===== config.mk =====
export PLATFORM = sky130hd
export DESIGN_NAME = antirrebote_entradas_flat
export DESIGN_NICKNAME = d
export VERILOG_FILES = /design/src/rtl/antirrebote_entradas_if.sv /design/src/rtl/antirrebote_entradas.sv /design/src/flat_wrapper.sv
export SDC_FILE = /design/constraint.sdc
export NUM_CORES = 1
export LEC_CHECK = 0
export BUFFER_PORTS_ARGS = -buffer_cell sky130_fd_sc_hd__buf_2
export CORE_ASPECT_RATIO = 1.4
export CORE_UTILIZATION = 65
export DETAILED_ROUTE_END_ITERATION = 7
export PLACE_DENSITY = 0.83
export SYNTH_ARGS = -nofsm -noshare
export SYNTH_HDL_FRONTEND = slang
export SYNTH_SLANG_ARGS = --single-unit

===== constraint.sdc =====
create_clock -name clk -period 3.9 [get_ports clk]
set_input_delay 0.78 -clock clk [delete_from_list [all_inputs] [get_ports clk]]
set_output_delay 0.78 -clock clk [all_outputs]
set_load 0.005 [all_outputs]

===== src/rtl/antirrebote_entradas_if.sv =====
// Raw-input / debounced-output bundle of antirrebote_entradas.
// The master drives the raw inputs; the slave returns the clean levels and edge pulses.
interface antirrebote_entradas_if #(
  parameter int ANCHO = 2
);
  logic [ANCHO-1:0] entrada;
  logic [ANCHO-1:0] salida;
  logic [ANCHO-1:0] flanco_sub;
  logic [ANCHO-1:0] flanco_baj;

  modport master (output entrada, input salida, input flanco_sub, input flanco_baj);
  modport slave  (input entrada, output salida, output flanco_sub, output flanco_baj);
endinterface


===== src/rtl/antirrebote_entradas.sv =====
// Per-channel 2-FF synchroniser plus 4-state debounce FSM feeding the gate inputs.
// Optional macro PULSOS_FLANCO_EN adds registered one-cycle rise/fall pulses.
module antirrebote_entradas #(
  parameter int ANCHO           = 2,
  parameter int CICLOS_ESTABLES = 500000
) (
  input  logic                  clk,
  input  logic                  rst_n,
  antirrebote_entradas_if.slave bus
);

  localparam int CW = $clog2(CICLOS_ESTABLES + 1);
  localparam logic [CW-1:0] CNT_MAX = CW'(CICLOS_ESTABLES);
  localparam logic [CW-1:0] CNT_OBJ = CW'(CICLOS_ESTABLES - 1);
  localparam logic [CW-1:0] CNT_CERO = CW'(0);
  localparam logic [CW-1:0] CNT_UNO  = CW'(1);
  localparam logic DIRECTO = (CICLOS_ESTABLES == 1);

  localparam logic [1:0] ESTABLE_0   = 2'd0;
  localparam logic [1:0] VALIDANDO_1 = 2'd1;
  localparam logic [1:0] ESTABLE_1   = 2'd2;
  localparam logic [1:0] VALIDANDO_0 = 2'd3;

  logic [ANCHO-1:0] salida_v_s;
  logic [ANCHO-1:0] sub_v_s;
  logic [ANCHO-1:0] baj_v_s;

  for (genvar i = 0; i < ANCHO; i++) begin : g_canal
    logic [1:0]    sinc_r;
    logic          sinc_s;
    logic [1:0]    estado_r, estado_s;
    logic [CW-1:0] cnt_r, cnt_s;
    logic          salida_r, salida_s;

    assign sinc_s = sinc_r[1];

    // Two-stage synchroniser for the asynchronous raw input
    always_ff @(posedge clk or negedge rst_n) begin
      if (!rst_n) begin
        sinc_r <= 2'b00;
      end else begin
        sinc_r <= {sinc_r[0], bus.entrada[i]};
      end
    end

    // Next-state logic: the count restarts on every state entry and never wraps
    always_comb begin
      estado_s = estado_r;
      cnt_s    = cnt_r;
      salida_s = salida_r;
      case (estado_r)
        ESTABLE_0: begin
          salida_s = 1'b0;
          if (sinc_s && DIRECTO) begin
            estado_s = ESTABLE_1;
            cnt_s    = CNT_CERO;
            salida_s = 1'b1;
          end else if (sinc_s) begin
            estado_s = VALIDANDO_1;
            cnt_s    = CNT_UNO;
          end else begin
            cnt_s    = CNT_CERO;
          end
        end
        VALIDANDO_1: begin
          if (!sinc_s) begin
            estado_s = ESTABLE_0;
            cnt_s    = CNT_CERO;
          end else if (cnt_r >= CNT_OBJ) begin
            estado_s = ESTABLE_1;
            cnt_s    = CNT_CERO;
            salida_s = 1'b1;
          end else if (cnt_r != CNT_MAX) begin
            cnt_s    = cnt_r + CNT_UNO;
          end else begin
            cnt_s    = cnt_r;
          end
        end
        ESTABLE_1: begin
          salida_s = 1'b1;
          if (!sinc_s && DIRECTO) begin
            estado_s = ESTABLE_0;
            cnt_s    = CNT_CERO;
            salida_s = 1'b0;
          end else if (!sinc_s) begin
            estado_s = VALIDANDO_0;
            cnt_s    = CNT_UNO;
          end else begin
            cnt_s    = CNT_CERO;
          end
        end
        VALIDANDO_0: begin
          if (sinc_s) begin
            estado_s = ESTABLE_1;
            cnt_s    = CNT_CERO;
          end else if (cnt_r >= CNT_OBJ) begin
            estado_s = ESTABLE_0;
            cnt_s    = CNT_CERO;
            salida_s = 1'b0;
          end else if (cnt_r != CNT_MAX) begin
            cnt_s    = cnt_r + CNT_UNO;
          end else begin
            cnt_s    = cnt_r;
          end
        end
        default: begin
          estado_s = ESTABLE_0;
          cnt_s    = CNT_CERO;
          salida_s = 1'b0;
        end
      endcase
    end

    // FSM, counter and clean-level registers
    always_ff @(posedge clk or negedge rst_n) begin
      if (!rst_n) begin
        estado_r <= ESTABLE_0;
        cnt_r    <= CNT_CERO;
        salida_r <= 1'b0;
      end else begin
        estado_r <= estado_s;
        cnt_r    <= cnt_s;
        salida_r <= salida_s;
      end
    end

    assign salida_v_s[i] = salida_r;

`ifdef PULSOS_FLANCO_EN
    logic sub_r, baj_r;

    // Edge pulses registered on the same edge that updates salida
    always_ff @(posedge clk or negedge rst_n) begin
      if (!rst_n) begin
        sub_r <= 1'b0;
        baj_r <= 1'b0;
      end else begin
        sub_r <= salida_s & ~salida_r;
        baj_r <= ~salida_s & salida_r;
      end
    end

    assign sub_v_s[i] = sub_r;
    assign baj_v_s[i] = baj_r;
`else
    assign sub_v_s[i] = 1'b0;
    assign baj_v_s[i] = 1'b0;
`endif
  end

  assign bus.salida     = salida_v_s;
  assign bus.flanco_sub = sub_v_s;
  assign bus.flanco_baj = baj_v_s;

endmodule

===== src/flat_wrapper.sv =====
// flat-port wrapper written by rule: the top's interface ports become plain ports
module antirrebote_entradas_flat 
#(
  parameter int ANCHO           = 2,
  parameter int CICLOS_ESTABLES = 500000
)
  (clk, rst_n, bus_entrada, bus_salida, bus_flanco_sub, bus_flanco_baj);
  antirrebote_entradas_if #(.ANCHO(ANCHO)) bus_i ();
  input  logic clk;
  input  logic rst_n;
  input wire logic [$bits(bus_i.entrada)-1:0] bus_entrada;
  output wire logic [$bits(bus_i.salida)-1:0] bus_salida;
  output wire logic [$bits(bus_i.flanco_sub)-1:0] bus_flanco_sub;
  output wire logic [$bits(bus_i.flanco_baj)-1:0] bus_flanco_baj;
  assign bus_i.entrada = bus_entrada;
  assign bus_salida = bus_i.salida;
  assign bus_flanco_sub = bus_i.flanco_sub;
  assign bus_flanco_baj = bus_i.flanco_baj;
  antirrebote_entradas #(.ANCHO(ANCHO), .CICLOS_ESTABLES(CICLOS_ESTABLES)) u_core (.clk(clk), .rst_n(rst_n), .bus(bus_i));
endmodule

==> out/results.tsv, run 1 <==
stage	metric	value	unit
timing	fin_skew	0.00949	ns
detailed_routing	routedWlPerCell	14.9	um
clock_tree	postCtsSetupBuffers	0	
global_routing	grt_usage	23.7	%
global_routing	first_global_vias	1886	
layout	fillers	315	
yosys	yosysWarningCount	0	
detailed_routing	ant_nets	0	
critical_path	critPathArrivalTime	2.68	ns
floorplanning	die_w	57.2	um
run	max_cap_violations	0	
detailed_routing	vias	1940	
timing	period_needed	2.53	ns
critical_path	crit_family	simple AND/OR/NAND/NOR gates	
global_routing	grt_pass1_wl	8.18	mm
clock_tree	postCtsHoldBufs	0	
timing	setup_viol	0	
critical_path	cp_max_fo	19	
timing	holdWs	0.360	ns
place	hpwlAfterDp	3.46	mm
detailed_routing	drcViolationCount	3	
min_path	min_path_type	reg2reg	
timing	fin_tns_setup	0	ns
place	place.gp.congestion	0.842	
clock_tree	clk_path_buf_depth	2	
floorplanning	rows	27	
yosys	yosys.area.top_type_share	43.4	%
timing	slew_headroom	30.2	%
timing	drv_slew	0	
global_routing	antenna_found_initial	0	
layout	layout.nets	301	
layout	area_delta_synth_final	3.79	%
power_and_ir_drop	total_power	0.00139	W
clock_tree	cts.sinks	48	
timing	worst_pin_slew	1.05	ns
critical_path	crit_path_top_delay_cell	or2_1	
power_and_ir_drop	p_int	0.000926	W
layout	final_common_cell	dfrtp_1	
critical_path	worstSetupStartpointType	register	
floorplanning	coreArea	4020	sq um
power_and_ir_drop	switching_share	33.4	%
run_status	status	finished, violations left	
detailed_routing	dr.pass1.iters	6	
power_and_ir_drop	pwr-share-comb	31.0	%
power_and_ir_drop	p_clk_share	25.4	%
place	portBuffers	5	
critical_path	critical_path_class	reg2reg	
yosys	synth_area_leaders	dfrtp_1 (43%), ha_1 (6.3%), xor2_1 (6.3%)	
power_and_ir_drop	power_frac_seq	43.6	%
clock_tree	cts_made_buffers	5	
clock_tree	cts_root_buf	clkbuf_8	
clock_tree	cts_resized	0	
power_and_ir_drop	vdd_drop_max	0.000432	V
critical_path	cp.required	4.06	ns
yosys	yosysSeqAreaShare	43.4	%
floorplanning	start_util	68.9	%
clock_tree	clkSlewWorstSetupHoldPaths	0.08	ns
timing	hold_violations	0	
yosys	synthCells	280	
power_and_ir_drop	p_switching	0.000464	W
yosys	synth_cell_types	47	
clock_tree	clkLatencyLatePin	0.31	ns
yosys	synth-seq-cells	48	
critical_path	slowest_delay	0.60	ns
power_and_ir_drop	p_leak	1.24	nW
floorplanning	dieArea	4530	sq um
timing	rsz0062_at_grt	false	
clock_tree	cts_tree	yes	
timing	period_share	64.8	%
power_and_ir_drop	power_density	483	nW/um^2
clock_tree	htreeDepth	2	
detailed_routing	avgViaCountPerCell	5.93	
layout	most-common-layout-cells	dfrtp_1 (48), nor2_1 (40), xor2_1 (20)	
layout	diodes	0	
yosys	post-synth-top-area-cell	dfrtp_1	
critical_path	end_kind	register	
yosys	syn_area_per_cell	9.89	sq um
critical_path	path_cells	ha_1 -> and4_1 -> a41o_1 -> a221oi_4 -> o21ai_2 -> or2_1 -> o21ai_0	
yosys	synth_area	2770	sq um
timing	fmax	396	MHz
critical_path	crit_buf_inv	0	
floorplanning	die_h	79.2	um
detailed_routing	drt-initial-drc-count	109	
detailed_routing	routed_wl	4.88	mm
layout	layout-drive-gt1-share	9.15	%
global_routing	overflow	0	
run_status	violations	design-rule violations	
global_routing	grt_max_degree	49	
floorplanning	pin_count	10	
-- final timing paths --
path / from / to / slack (ns) / depth (start not counted)
min in group asynchronous: rst_n / u_core.g_canal[1].estado_r[0] / 0.65 / 1
max in group asynchronous: rst_n / u_core.g_canal[0].cnt_r[16] / 2.59 / 1
worst max-delay path: u_core.g_canal[0].cnt_r[1] / u_core.g_canal[0].cnt_r[0] / 1.37 / 7
worst min-delay path: u_core.g_canal[1].sinc_r[0] / u_core.g_canal[1].sinc_r[1] / 0.36 / 0
worst min register to register: u_core.g_canal[1].sinc_r[0] / u_core.g_canal[1].sinc_r[1] / 0.36 / 0
worst max register to register: u_core.g_canal[0].cnt_r[1] / u_core.g_canal[0].cnt_r[0] / 1.37 / 7
-- logic make-up (layout without fill, tap and decap cells) --
| logic type | Yosys count | in the layout | share of synthesized area (%) |
|---|---|---|---|
| flops | 48 | 48 | 43.4 |
| buf+inv | 27 | 28 | 5.37 |
| xor+xnor | 32 | 32 | 10.1 |
| simple gates | 124 | 124 | 24.0 |
| other cells | 1 | 4 | 0.135 |
| compound gates | 25 | 25 | 7.32 |
| mux | 9 | 9 | 3.39 |
| fa+ha+maj | 14 | 14 | 6.32 |
-- flip-flops by register name, summed over array words and instances (netlist names), named ones only --
signal	cells
u_core.g_canal.salida_r	2
u_core.g_canal.cnt_r	38
u_core.g_canal.estado_r	2
u_core.g_canal.sinc_r	4
-- power by group through the flow --
stage	Combinational (W)	Sequential (W)	Clock, W
floorplan	0.000385	0.000600	0
global route	0.000486	0.000613	0.000384
CTS	0.000435	0.000606	0.000362
detailed placement	0.000433	0.000616	0
finish	0.000431	0.000606	0.000353
global placement	0.000417	0.000612	0
-- layer usage --
layer  global-route usage (%)  vias to the layer above  part of all wire, %
li1                         -                      958                    -
met1                     25.8                      947                   42
met5                        0                        -                    0
met3                     4.40                        9                  2.0
met2                     44.2                       26                   54
met4                     10.0                        0                  2.0
-- cell type report --
cell class                 instances  area, sq um  area share, %
clock inverter                     2         35.0           1.22
sequential                        48         1200           41.8
inverter                          15         56.3           1.96
multi-input combinational        208         1430           49.8
tap                               43         53.8           1.87
timing repair buffer               5         25.0          0.870
clock buffer                       6         72.6           2.52
-- stage by stage --
step	cell area (sq um)	setup slack (ns)	util, %	instances
floorplan	2780	1.69	-	283
global placement	2770	1.42	68.8	319
detailed placement	2770	1.37	68.8	319
CTS	2880	1.36	71.5	327
global route	2880	1.14	71.5	327
finish	2880	1.37	71.5	327
-- synthesized netlist by cell type, drive strengths merged --
master and instances:
o31a 2, buf 11, a221oi 2, a211oi 1, ha 14, and3 8, nor4b 2, nand2b 2
o21bai 1, o31ai 2, nor2b 2, nor2 42, or2 3, a21oi 5, a31oi 2, mux2i 6
xor2 20, o211ai 1, xnor2 12, o22a 1, or4b 1, nor3b 1, conb 1, a311oi 2
clkbuf 1, nand3 13, nor4 4, inv 15, a41o 2, nand2 18, o21ai 3, nand4 12
mux2 3, or3b 1, dfrtp 48, o32a 1, and2 1, and4 5, nor3 9
(Power assumes the default switching activity.)
==> run 2: changes to the inputs <==
--- a/config.mk
+++ b/config.mk
@@ -5,11 +5,12 @@
 export SDC_FILE = /design/constraint.sdc
 export NUM_CORES = 1
 export LEC_CHECK = 0
+export ABC_AREA = 1
 export BUFFER_PORTS_ARGS = -buffer_cell sky130_fd_sc_hd__buf_2
 export CORE_ASPECT_RATIO = 1.4
-export CORE_UTILIZATION = 65
+export CORE_UTILIZATION = 62
 export DETAILED_ROUTE_END_ITERATION = 7
-export PLACE_DENSITY = 0.83
+export PLACE_DENSITY = 0.8
 export SYNTH_ARGS = -nofsm -noshare
 export SYNTH_HDL_FRONTEND = slang
 export SYNTH_SLANG_ARGS = --single-unit
==> constraint.sdc (replaced) <==
create_clock -name clk -period 2.41 [get_ports clk]
set_input_delay 0.482 -clock clk [delete_from_list [all_inputs] [get_ports clk]]
set_output_delay 0.482 -clock clk [all_outputs]
set_load 0.005 [all_outputs]
==> out/results.tsv, run 2 <==
stage	metric	value	unit	change
floorplanning	dieArea	5380	sq um	was 4530 sq um
timing	drv_slew	0		unchanged
layout	fillers	408		was 315
detailed_routing	dr.pass1.iters	4		was 6
detailed_routing	avgViaCountPerCell	5.16		was 5.93
floorplanning	die_h	86.4	um	was 79.2 um
yosys	syn_area_per_cell	8.14	sq um	was 9.89 sq um
global_routing	first_global_vias	2401		was 1886
layout	multiInputGateArea	1690	sq um	was 1430 sq um
run	max_cap_violations	0		unchanged
floorplanning	rows	30		was 27
floorplanning	coreArea	4880	sq um	was 4020 sq um
clock_tree	postCtsSetupBuffers	0		unchanged
yosys	synth_edf_count	0		unchanged
global_routing	overflow	0		unchanged
clock_tree	cts_made_buffers	5		unchanged
power_and_ir_drop	p_clk_share	25.3	%	was 25.4%
power_and_ir_drop	p_leak	1.50	nW	was 1.24 nW
layout	final_common_cell	nand2_1		was dfrtp_1
yosys	yosys.area.top_type_share	38.1	%	was 43.4%
detailed_routing	vias	2373		was 1940
critical_path	crit_buf_inv	0		unchanged
place	place.gp.congestion	0.858		was 0.842
timing	period_share	80.3	%	was 64.8%
timing	fin_tns_setup	0	ns	unchanged
detailed_routing	drcViolationCount	0		was 3
power_and_ir_drop	p_int	0.00146	W	was 0.000926 W
yosys	synth_area	3150	sq um	was 2770 sq um
detailed_routing	routed_wl	5.73	mm	was 4.88 mm
power_and_ir_drop	power_frac_seq	42.1	%	was 43.6%
detailed_routing	ant_nets	0		unchanged
yosys	synth.top_cells.by_count	nand2_1 (79), dfrtp_1 (48), nor2_1 (43), inv_1 (41), xor2_1 (22)		was dfrtp_1 (48), nor2_1 (40), xor2_1 (20), nand2_1 (18), inv_1 (15)
power_and_ir_drop	vdd_drop_max	0.000717	V	was 0.000432 V
critical_path	crit_path_top_delay_cell	dfrtp_1		was or2_1
timing	fin_skew	0.00692	ns	was 0.00949 ns
timing	hold_violations	0		unchanged
floorplanning	start_util	64.6	%	was 68.9%
place	portBuffers	5		unchanged
min_path	min_path_type	in2async		was reg2reg
place	dpl-instance-area	3200	sq um	was 2770 sq um
layout	final_util	67.8	%	was 71.5%
yosys	yosysMostFrequentCell	nand2_1		was dfrtp_1
power_and_ir_drop	switching_share	36.6	%	was 33.4%
layout	diodes	0		unchanged
clock_tree	cts.sinks	48		unchanged
critical_path	end_kind	register		unchanged
critical_path	cp.required	2.62	ns	was 4.06 ns
timing	period_needed	1.94	ns	was 2.53 ns
yosys	synth-seq-cells	48		unchanged
power_and_ir_drop	pwr-share-comb	32.6	%	was 31.0%
power_and_ir_drop	p_switching	0.000843	W	was 0.000464 W
critical_path	cp_max_fo	19		unchanged
layout	layout-drive-gt1-share	17.4	%	was 9.15%
yosys	yosysWarningCount	0		unchanged
global_routing	grt_pass1_wl	10.1	mm	was 8.18 mm
layout	register_area	1200	sq um	unchanged
yosys	synth_area_leaders	dfrtp_1 (38%), nand2_1 (9.4%), xor2_1 (6.1%)		was dfrtp_1 (43%), ha_1 (6.3%), xor2_1 (6.3%)
power_and_ir_drop	power_density	696	nW/um^2	was 483 nW/um^2
run_status	status	finished, final reports clean		was finished, violations left
critical_path	path_cells	ha_1 -> nand3_2 -> nor2_1 -> nand2_1 -> nor2_2 -> nor2_4 -> nand3_2 -> nand2_2 -> nand3_4 -> nor3_1		was ha_1 -> and4_1 -> a41o_1 -> a221oi_4 -> o21ai_2 -> or2_1 -> o21ai_0
clock_tree	clkLatencyLatePin	0.30	ns	was 0.31 ns
layout	top_register	u_core.g_canal.cnt_r		unchanged
power_and_ir_drop	total_power	0.00230	W	was 0.00139 W
yosys	yosysSeqAreaShare	38.1	%	was 43.4%
yosys	post-synth-top-area-cell	dfrtp_1		unchanged
global_routing	grt_usage	23.8	%	was 23.7%
critical_path	critPathArrivalTime	2.15	ns	was 2.68 ns
critical_path	worstSetupStartpointType	register		unchanged
layout	stdcell_area	3310	sq um	was 2880 sq um
critical_path	path_common_cell	nand3_2		
place	hpwlAfterDp	4.35	mm	was 3.46 mm
critical_path	crit_family	simple AND/OR/NAND/NOR gates		unchanged
global_routing	grt_max_degree	20		was 49
global_routing	antenna_found_initial	0		unchanged
critical_path	slowest_delay	0.42	ns	was 0.60 ns
yosys	synthCells	387		was 280
clock_tree	cts_root_buf	clkbuf_8		unchanged
yosys	synth_flop_cell	dfrtp_1		unchanged
clock_tree	cts_resized	0		unchanged
timing	rsz0062_at_grt	false		unchanged
layout	most-common-layout-cells	nand2_1 (79), dfrtp_1 (48), nor2_1 (43)		was dfrtp_1 (48), nor2_1 (40), xor2_1 (20)
yosys	synth_cell_types	33		was 47
layout	largest_register_ffs	38		unchanged
layout	area_delta_synth_final	5.04	%	was 3.79%
floorplanning	pin_count	10		unchanged
timing	fmax	517	MHz	was 396 MHz
clock_tree	postCtsHoldBufs	0		unchanged
timing	setup_viol	0		unchanged
detailed_routing	routedWlPerCell	12.5	um	was 14.9 um
clock_tree	htreeDepth	2		unchanged
layout	reg_top3	u_core.g_canal.cnt_r (38), u_core.g_canal.sinc_r (4)		unchanged
clock_tree	cts_tree	yes		unchanged
clock_tree	clk_path_buf_depth	2		unchanged
critical_path	critical_path_class	reg2reg		unchanged
floorplanning	die_w	62.3	um	was 57.2 um
layout	layout.nets	413		was 301
clock_tree	clkSlewWorstSetupHoldPaths	0.09	ns	was 0.08 ns
yosys	async_reset_ff_share	100	%	unchanged
detailed_routing	drt-initial-drc-count	71		was 109
==> run 2: cell types whose count changed after synthesis, sizes merged, moves of 5 or more <==
cell	change
a21oi	+7
and3	-8
and4	-5
inv	+37
nand2	+70
nand3	+12
nor2	+22
nor3	+9
o21ai	+9
xnor2	-9
==> run 2: path summary, 6_finish.rpt <==
check / start / endpoint / slack, ns / cells past startpoint
setup / recovery: u_core.g_canal[0].cnt_r[1] / u_core.g_canal[0].cnt_r[11] / 0.47 / 10
hold / removal: rst_n / u_core.g_canal[1].cnt_r[17] / 0.09 / 1
setup reg to reg: u_core.g_canal[0].cnt_r[1] / u_core.g_canal[0].cnt_r[11] / 0.47 / 10
hold reg to reg: u_core.g_canal[0].sinc_r[0] / u_core.g_canal[0].sinc_r[1] / 0.36 / 0
max in group asynchronous: rst_n / u_core.g_canal[0].cnt_r[3] / 1.75 / 2
min in group clk: bus_entrada[0] / u_core.g_canal[0].sinc_r[0] / 0.28 / 1
==> run 2: power by group through the flow <==
stage / logic (W) / clock network (W) / registers [W]
finish: 0.000751 / 0.000582 / 0.000971
global route: 0.000868 / 0.000615 / 0.000985
CTS: 0.000763 / 0.000595 / 0.000972
detailed placement: 0.000753 / 0 / 0.000988
global placement: 0.000723 / 0 / 0.000982
floorplan: 0.000657 / 0 / 0.000965
==> run 2: logic make-up after synthesis <==
logic type,count (synthesis),share of synthesized area (%)
AND/OR/NAND/NOR,211,35.4
buffers and inverters,61,8.73
flip-flops,48,38.1
AO/OA/AOI/OAI,25,4.49
XOR/XNOR,25,6.95
adder cells (fa/ha/maj),14,5.56
multiplexers,2,0.635
other,1,0.119
==> run 2: cell type report <==
type	instances	share of cell area (%)
Clock inverter	2	1.06
Tap cell	64	2.42
Inverter	52	5.90
Timing Repair Buffer	7	1.21
Sequential cell	48	36.3
Clock buffer	6	2.19
Multi-Input combinational cell	281	50.9
==> run 2: metrics by stage <==
stage	hold WS, ns	cells	setup slack (ns)
after global routing	0.106	460	0.334
after floorplan	0.186	390	0.826
after CTS	0.0952	460	0.462
after global placement	0.334	452	0.589
final	0.0858	460	0.474
after detailed placement	0.341	452	0.488
==> run 2: routing by layer <==
layer	GRT usage (%)	up-vias	wire, um
li1	-	1223	-
met1	23.9	1108	2220
met2	48.1	29	3260
met3	3.68	13	120
met4	9.94	0	131
met5	0	-	0
==> run 3: changes to the inputs <==
==> constraint.sdc (replaced) <==
create_clock -name clk -period 2 [get_ports clk]
set_input_delay 0.4 -clock clk [delete_from_list [all_inputs] [get_ports clk]]
set_output_delay 0.4 -clock clk [all_outputs]
set_load 0.005 [all_outputs]
==> out/results.tsv, run 3 (synthesis gave the netlist of run 2 again) <==
stage	metric	value	unit	change
run	max_cap_violations	0		unchanged
clock_tree	cts_resized	0		unchanged
power_and_ir_drop	pwr-share-comb	35.8	%	was 32.6%
power_and_ir_drop	p_switching	0.00101	W	was 0.000843 W
timing	worst_pin_slew	0.595	ns	
global_routing	grt_usage	24.4	%	was 23.8%
global_routing	first_global_vias	2397		was 2401
detailed_routing	dr.pass1.iters	4		unchanged
power_and_ir_drop	vdd_drop_max	0.000676	V	was 0.000717 V
run_status	status	finished, final reports clean		unchanged
power_and_ir_drop	p_int	0.00165	W	was 0.00146 W
layout	reg_top3	u_core.g_canal.cnt_r (38), u_core.g_canal.sinc_r (4)		unchanged
layout	final_common_cell	nand2_1		unchanged
clock_tree	cts_root_buf	clkbuf_8		unchanged
layout	top_register	u_core.g_canal.cnt_r		unchanged
critical_path	critical_path_class	reg2reg		unchanged
clock_tree	postCtsSetupBuffers	0		unchanged
global_routing	grt_pass1_wl	10.2	mm	was 10.1 mm
floorplanning	die_w	62.3	um	unchanged
power_and_ir_drop	total_power	0.00266	W	was 0.00230 W
timing	fin_tns_setup	0	ns	unchanged
detailed_routing	drcViolationCount	0		unchanged
power_and_ir_drop	p_leak	1.49	nW	was 1.50 nW
floorplanning	pin_count	10		unchanged
power_and_ir_drop	p_clk_share	20.2	%	was 25.3%
detailed_routing	vias	2408		was 2373
layout	area_delta_synth_final	4.49	%	was 5.04%
detailed_routing	avgViaCountPerCell	5.25		was 5.16
timing	setup_viol	0		unchanged
layout	layout-drive-gt1-share	17.2	%	was 17.4%
critical_path	reg2reg_depth	11		was 10
place	place_inst	452		unchanged
critical_path	r2r_slack	0.17	ns	was 0.47 ns
power_and_ir_drop	power_density	808	nW/um^2	was 696 nW/um^2
place	place.gp.congestion	0.849		was 0.858
critical_path	critPathArrivalTime	2.06	ns	was 2.15 ns
timing	drv_slew	0		unchanged
clock_tree	htreeDepth	2		unchanged
critical_path	worstSetupStartpointType	register		unchanged
power_and_ir_drop	power_frac_seq	44.0	%	was 42.1%
place	hpwlAfterDp	4.47	mm	was 4.35 mm
layout	layout.nets	413		unchanged
clock_tree	cts_tree	yes		unchanged
layout	most-common-layout-cells	nand2_1 (79), dfrtp_1 (48), nor2_1 (43)		unchanged
critical_path	cp_max_fo	13		was 19
timing	fin_skew	0.00550	ns	was 0.00692 ns
detailed_routing	ant_nets	0		unchanged
floorplanning	start_util	64.6	%	unchanged
floorplanning	dieArea	5380	sq um	unchanged
critical_path	r2r_start	u_core.g_canal[0].cnt_r[1]		unchanged
floorplanning	rows	30		unchanged
layout	final_cells	459		was 460
critical_path	end_kind	register		unchanged
timing	fmax	545	MHz	was 517 MHz
clock_tree	cts_made_buffers	5		unchanged
critical_path	cp.required	2.22	ns	was 2.62 ns
detailed_routing	routed_wl	5.87	mm	was 5.73 mm
min_path	min_path_type	in2async		unchanged
power_and_ir_drop	switching_share	37.9	%	was 36.6%
clock_tree	cts.sinks	48		unchanged
detailed_routing	routedWlPerCell	12.8	um	was 12.5 um
timing	period_share	91.7	%	was 80.3%
global_routing	overflow	0		unchanged
floorplanning	die_h	86.4	um	unchanged
clock_tree	clk_path_buf_depth	2		unchanged
clock_tree	postCtsHoldBufs	0		unchanged
floorplanning	coreArea	4880	sq um	unchanged
clock_tree	clkSlewWorstSetupHoldPaths	0.08	ns	was 0.09 ns
clock_tree	clkLatencyLatePin	0.30	ns	about the same
critical_path	r2r_end	u_core.g_canal[0].cnt_r[18]		was u_core.g_canal[0].cnt_r[11]
layout	largest_register_ffs	38		unchanged
detailed_routing	drt-initial-drc-count	80		was 71
global_routing	antenna_found_initial	0		unchanged
timing	slew_headroom	60.4	%	
place	portBuffers	5		unchanged
timing	rsz0062_at_grt	false		unchanged
global_routing	grt_max_degree	49		was 20
layout	diodes	0		unchanged
place	dpl-instance-area	3220	sq um	was 3200 sq um
layout	stdcell_area	3290	sq um	was 3310 sq um
timing	hold_violations	0		unchanged
layout	final_util	67.5	%	was 67.8%
timing	period_needed	1.83	ns	was 1.94 ns
==> run 3: layout make-up <==
type                    count  area, sq um
multi-input cells         281         1690
fillers                   406         1590
flip-flops and latches     48         1200
inverters                  52          195
well taps                  64         80.1
clock buffers               6         72.6
repair buffers              7         52.6
clock inverters             1         5.00
==> run 3: power by group through the flow <==
stage	sequential, W	clock (W)	combinational, W
after floorplan	0.00116	0	0.000791
after global placement	0.00118	0	0.000911
after detailed placement	0.00119	0	0.000954
after CTS	0.00117	0.000564	0.000961
after global routing	0.00119	0.000598	0.00110
final	0.00117	0.000537	0.000953
==> run 3: worst max-delay path by stage <==
| stage | cells past startpoint | startpoint | end |
|---|---|---|---|
| finish | 11 | u_core.g_canal[0].cnt_r[1] | u_core.g_canal[0].cnt_r[18] |
| global route | 10 | u_core.g_canal[1].cnt_r[0] | u_core.g_canal[1].cnt_r[14] |
| CTS | 10 | u_core.g_canal[1].cnt_r[0] | u_core.g_canal[1].cnt_r[14] |
| detailed placement | 11 | u_core.g_canal[0].cnt_r[1] | u_core.g_canal[0].cnt_r[18] |
| global placement | 10 | u_core.g_canal[1].cnt_r[0] | u_core.g_canal[1].cnt_r[18] |
| floorplan | 11 | u_core.g_canal[1].cnt_r[0] | u_core.g_canal[1].cnt_r[18] |
==> run 3: per-layer routing <==
metal  part of all wire [%]  wire length [um]  vias to the layer above  global-route usage, %
li1                       -                 -                     1226                      -
met3                    1.6                94                       19                   3.42
met5                      0                 0                        -                      0
met1                     40              2360                     1134                   24.7
met2                     55              3210                       29                   47.7
met4                    3.6               210                        0                   13.1
==> run 3: stage by stage <==
step	worst slack (ns)	hold WS, ns
CTS	0.162	0.195
global route	0.0165	0.188
detailed placement	0.169	0.341
finish	0.166	0.189
global placement	0.217	0.333
floorplan	0.416	0.104
==> run 3: critical path, cell delays in order (launching register included) <==
cell     delay [ns]
dfrtp_1        0.41
ha_1           0.21
nand3_2        0.11
nor2_1         0.05
nand2_1        0.06
nor2_2         0.05
nor2_4         0.13
nand3_2        0.10
nand2_2        0.10
nand3_4        0.18
buf_12         0.22
nor2_1         0.13
